==> config.mk <==
export PLATFORM = sky130hd
export DESIGN_NAME = status_flag_unit
export DESIGN_NICKNAME = d
export VERILOG_FILES = /design/src/rtl/status_flag_unit.sv
export SDC_FILE = /design/constraint.sdc
export NUM_CORES = 1
export LEC_CHECK = 0
export ABC_AREA = 1
export CORE_AREA = 2 2 48 50
export CTS_CLUSTER_DIAMETER = 30
export DETAILED_ROUTE_END_ITERATION = 6
export DIE_AREA = 0 0 50 52
export HOLD_SLACK_MARGIN = 0.08
export PLACE_DENSITY_LB_ADDON = 0.25
export SYNTH_ARGS = -nofsm -noshare
export SYNTH_HDL_FRONTEND = slang
export SYNTH_SLANG_ARGS = --single-unit
==> constraint.sdc <==
create_clock -name clk -period 1.56 [get_ports clk]
set_input_delay 0.234 -clock clk [delete_from_list [all_inputs] [get_ports clk]]
set_output_delay 0.234 -clock clk [all_outputs]
set_load 0.02 [all_outputs]
==> src/rtl/status_flag_unit.sv <==
// NZCV flag generation, architectural status register, forwarding to the
// condition checker, and in-flight flag-setter tracking with ID stall.
module status_flag_unit #(
    parameter int MAX_INFLIGHT = 3,
    parameter int CNT_W        = 2,
    parameter int FWD_EN       = 1
) (
    input  logic        clk,
    input  logic        rst_n,
    input  logic        freeze,
    input  logic        flush,
    input  logic        exe_s,
    input  logic [31:0] exe_result,
    input  logic        exe_carry,
    input  logic        exe_overflow,
    input  logic        id_valid,
    input  logic        id_s,
    input  logic [3:0]  id_cond,
    input  logic        issue,
    output logic [3:0]  status_out,
    output logic [3:0]  status_fwd,
    output logic        flags_pending,
    output logic        cond_stall,
    output logic        pend_err
);

    localparam logic [CNT_W-1:0] MAX_CNT = CNT_W'(MAX_INFLIGHT);
    localparam logic [3:0]       COND_AL = 4'b1110;
    localparam logic [3:0]       COND_NV = 4'b1111;

    logic [3:0]       r_status;
    logic [CNT_W-1:0] r_count;
    logic             r_pend_err;

    logic [3:0]       w_new_flags;
    logic             w_inc;
    logic             w_dec;
    logic             w_underflow;
    logic [CNT_W-1:0] w_count_nxt;
    logic             w_fwd_dec;
    logic [CNT_W-1:0] w_eff;
    logic             w_is_cond;

    // Packed {Z,C,N,V}
    assign w_new_flags = {(exe_result == 32'd0), exe_carry, exe_result[31], exe_overflow};

    assign w_inc = issue & id_valid & id_s & ~flush;
    assign w_dec = exe_s;

    always_comb begin
        w_count_nxt = r_count;
        w_underflow = w_dec & ~w_inc & (r_count == '0);
        if (flush) begin
            w_count_nxt = '0;
        end else if (w_inc && !w_dec) begin
            if (r_count != MAX_CNT) begin
                w_count_nxt = r_count + CNT_W'(1);
            end
        end else if (!w_inc && w_dec) begin
            if (r_count != '0) begin
                w_count_nxt = r_count - CNT_W'(1);
            end
        end
    end

    always_ff @(posedge clk or negedge rst_n) begin
        if (!rst_n) begin
            r_status   <= 4'b0000;
            r_count    <= '0;
            r_pend_err <= 1'b0;
        end else if (!freeze) begin
            // EX is older than anything a flush kills, so its commit still lands.
            if (exe_s) begin
                r_status <= w_new_flags;
            end
            r_count <= w_count_nxt;
            if (w_underflow) begin
                r_pend_err <= 1'b1;
            end
        end
    end

    assign status_out    = r_status;
    assign status_fwd    = ((FWD_EN != 0) && exe_s) ? w_new_flags : r_status;
    assign flags_pending = (r_count != '0);
    assign pend_err      = r_pend_err;

    // The EX-stage setter resolves this cycle when it can be forwarded.
    assign w_fwd_dec = (FWD_EN != 0) & exe_s;
    assign w_eff     = (r_count == '0) ? '0 : r_count - CNT_W'(w_fwd_dec);
    assign w_is_cond = (id_cond != COND_AL) && (id_cond != COND_NV);

    assign cond_stall = id_valid & ((w_is_cond & (w_eff != '0)) |
                                    (id_s & (r_count == MAX_CNT) & ~exe_s));

endmodule

==> impl_summary.log, run 1 <==
[metrics] clock net sink count: 7
[metrics] proportion of netlist area held by the largest area contributor: 30.9%
[metrics] setup total negative slack: -0.0924 ns
[metrics] largest net degree at the start of global routing: 8
[metrics] TritonCTS Buffers: 3
[metrics] DRC violations left: 0
[metrics] worst min-delay path class: in2async
[metrics] Core Area: between 2000 and 2500 um2
[metrics] via count of the first global-routing pass: about 840
[metrics] largest buffer count on any clock path: 2
[metrics] maximum fanout count along the critical path: 2
[metrics] category of the worst setup path launch point: flop
[metrics] post-layout worst setup margin: -0.0606 ns
[metrics] setup violation total in the final timing report: 2
[metrics] fin crit period: 1.62 ns
[metrics] cell types with the highest counts after synthesis: sky130_fd_sc_hd__nand2_1 (24), sky130_fd_sc_hd__nor2_1 (23), sky130_fd_sc_hd__inv_1 (10), sky130_fd_sc_hd__dfrtp_1 (7), sky130_fd_sc_hd__nand3_1 (7)
[metrics] power per unit of standard cell area: 652 nW/um2
[metrics] status: complete, but fails checks
[metrics] Vias: 840
[metrics] Tightest Pin Transition: 0.317 ns
[metrics] Critical Path End Type: primary output
[metrics] Rows: 17
[metrics] Slew headroom: 78.8%
[metrics] Filler Cells Inserted: 206
[metrics] CTS tree: built
[metrics] Critical path origin: r_count[0]$_DFFE_PN0P_
[metrics] Initial Utilization: a little over a quarter
[metrics] total congestion overflow: 0
[metrics] die height: 52 um
[metrics] share of layout cells above drive strength 1: 18.1%
[metrics] count of yosys warnings during synthesis: 0
[metrics] number of register bits inferred by synthesis: 7
[metrics] number of enable flip-flop cells after synthesis: 0
[metrics] final period utilization: 104%
[metrics] latest clock arrival within the worst-skew pair: roughly 0.25 ns
[metrics] placed cells: 184
[metrics] Total Wirelength: 2150 um
[metrics] Hold-fix buffers, CTS: 0
[metrics] starting DRC count in detailed routing: 17
[metrics] GRT Total Usage: 17.5%
[metrics] peak ir drop on the vdd network: 0.000509 V
[metrics] clock transition at the register clock pins on the worst setup and hold paths after CTS: around 0.050 ns
[metrics] Synth Net Count: roughly 140
[metrics] leakage power total: 0.000672 uW
[metrics] count of placed standard cells in the final layout, fillers left out: between 150 and 200
[metrics] setup repair after global routing missed its margin: true
[metrics] final hold violation count: 0
[metrics] critical path data arrival time: 1.39 ns
[metrics] wire length on met3: 183 um
[metrics] detailed-placement wirelength estimate: 1780 um
[metrics] area growth from synthesis to layout: 126%
[metrics] DR vias/cell: 4.47
[metrics] violations in the final reports: setup timing
[metrics] post-route antenna net violation count: 0
[metrics] Die Width: approximately 50 um
[metrics] Net count, final: 208
[metrics] postcts setup bufs: 0
[metrics] # diodes: 0
[metrics] Synth area leader: sky130_fd_sc_hd__dfrtp_1
[metrics] proportion of synthesized chip area in sequential cells: a little under a third
[metrics] Synth Instances: 92
[metrics] setup slack after placement: -0.636 ns
[metrics] Root Driver: sky130_fd_sc_hd__clkbuf_4
[metrics] Port Buffers: 55
[metrics] FFs w/ async S/R, synth: between 90% and 100%
[metrics] dominant synthesized flop cell: sky130_fd_sc_hd__dfrtp_1
[metrics] I/O pin cnt: 57
[metrics] gp weighted congestion: ~0.86
[metrics] top cells by area in the synthesized netlist: sky130_fd_sc_hd__dfrtp_1 (31%), sky130_fd_sc_hd__nand2_1 (16%), sky130_fd_sc_hd__nor2_1 (15%)
[metrics] required time of the critical path: roughly 1.3 ns
[metrics] detailed-route wire length per cell: 11.5 um
[metrics] die footprint: 2600 um2
[metrics] number of H-tree levels: 1
[metrics] setup clock skew after layout: 0.00000827 ns
[metrics] peak clock frequency supported by timing: 617 MHz
[metrics] met2 wirelength from detailed routing: 1080 um
[metrics] initial antenna violation count: 0
[metrics] Avg Inst Size Synth: 6.16 um2
[metrics] uppermost metal layer occupied by signal nets: met4
[metrics] Cell Area, Synth: 567 um2
[metrics] dominant cell by count in the synthesized netlist: sky130_fd_sc_hd__nand2_1
[metrics] global-route wire length before repair: 3510 um
[metrics] detailed-route wire length on metal 1: 864 um
[metrics] Yosys cell types: 16
[metrics] type of the worst setup path: reg2out
[metrics] length of the first detailed-routing pass in iterations: 5
[metrics] worst reg2reg startpoint: r_count[0]$_DFFE_PN0P_
[metrics] Pins Over Slew Limit: 0
[metrics] max-capacitance violation count: 0
flip-flops by register name (all words and copies together), names as in the netlist:
signal / count
pend_err: 1
r_count: 2
status_out: 4
stage by stage:
step                total power [uW]  util (%)  instance area, um2  hold slack [ns]
floorplan                        396         -                 567          -0.0616
global placement                 645      57.9                1220            0.475
detailed placement               657      57.9                1220            0.480
CTS                              826      59.0                1240            0.235
global route                     902      60.8                1280            0.252
finish                           835      60.8                1280            0.238
per-layer routing:
layer | global-route usage (%) | vias to the layer above
met5 | 0 | -
met4 | 6.02 | 0
met3 | 7.47 | 4
met2 | 31.6 | 40
met1 | 17.9 | 364
li1 | - | 432
kinds of logic (layout without fill, tap and decap cells):
logic type | count (synthesis) | in the layout | share of synthesized area, %
XOR/XNOR | 1 | 1 | 1.55
AO/OA/AOI/OAI | 9 | 9 | 9.05
adder cells (fa/ha/maj) | 1 | 1 | 2.21
AND/OR/NAND/NOR | 62 | 62 | 48.3
buffers and inverters | 12 | 80 | 7.95
flip-flops | 7 | 7 | 30.9
layout make-up:
type / count / area, um2 / area share [%]
clock buffers: 4 / 26.3 / 2.05
repair buffers: 64 / 634 / 49.5
flip-flops and latches: 7 / 175 / 13.7
inverters: 12 / 45.0 / 3.52
well taps: 28 / 35.0 / 2.73
multi-input cells: 73 / 365 / 28.5
layout by cell type (no fill, tap or decap), types with 2 or more instances in the layout:
cell type and instances:
sky130_fd_sc_hd__clkdlybuf4s50_1 38, sky130_fd_sc_hd__buf_4 9, sky130_fd_sc_hd__inv_1 10, sky130_fd_sc_hd__clkbuf_4 3, sky130_fd_sc_hd__dlymetal6s2s_1 10, sky130_fd_sc_hd__o21ai_0 6, sky130_fd_sc_hd__nand3_1 7, sky130_fd_sc_hd__nand2_1 24
sky130_fd_sc_hd__nand3_2 2, sky130_fd_sc_hd__nand4_1 3, sky130_fd_sc_hd__dlygate4sd2_1 2, sky130_fd_sc_hd__dfrtp_1 7, sky130_fd_sc_hd__inv_2 2, sky130_fd_sc_hd__buf_6 2, sky130_fd_sc_hd__nor2_2 2, sky130_fd_sc_hd__nor2_1 21
what timing repair did:
item / 4_1_cts / 5_1_grt
endpoints found under the setup margin: 6 / 4
pin swaps: 0 / 15
gates resized for setup: 23 / 18
worst paths after layout:
kind | endpoint | slack [ns] | cells past startpoint
worst max-delay path | cond_stall | -0.06 | 7
worst min-delay path | status_out[3]$_DFFE_PN0N_ | 0.24 | 1
worst max register to register | r_count[1]$_DFFE_PN0P_ | 0.25 | 9
worst min register to register | pend_err$_DFFE_PN0P_ | 0.48 | 1
max in group asynchronous | r_count[1]$_DFFE_PN0P_ | 1.08 | 1
min in group clk | pend_err$_DFFE_PN0P_ | 0.48 | 1
critical path: stages (launching register included):
cell and delay, ns:
sky130_fd_sc_hd__dfrtp_1 0.35, sky130_fd_sc_hd__inv_1 0.05, sky130_fd_sc_hd__ha_2 0.17, sky130_fd_sc_hd__xnor2_2 0.13
sky130_fd_sc_hd__a21oi_2 0.14, sky130_fd_sc_hd__nand3_1 0.09, sky130_fd_sc_hd__nand2_1 0.09, sky130_fd_sc_hd__buf_6 0.12
power by group:
part / switching (uW) / internal [uW] / total, uW
Sequential: 22.1 / 205 / 227
Combinational: 198 / 245 / 443
Clock: 66.8 / 97.6 / 164
Note: power is estimated with default switching activity, not from simulation.
==> run 2, diff against run 1 <==
Settings changed: ABC_CLOCK_PERIOD_IN_PS set to 1560.
==> results of run 2 <==
Same layout as run 1: the final DEF is identical, and so are final timing and power.
==> run 3, diff against run 2 <==
Settings changed: CTS_CLUSTER_DIAMETER 30 to unset.
==> results of run 3 <==
Same layout as run 1: the final DEF is identical, and so are final timing and power.
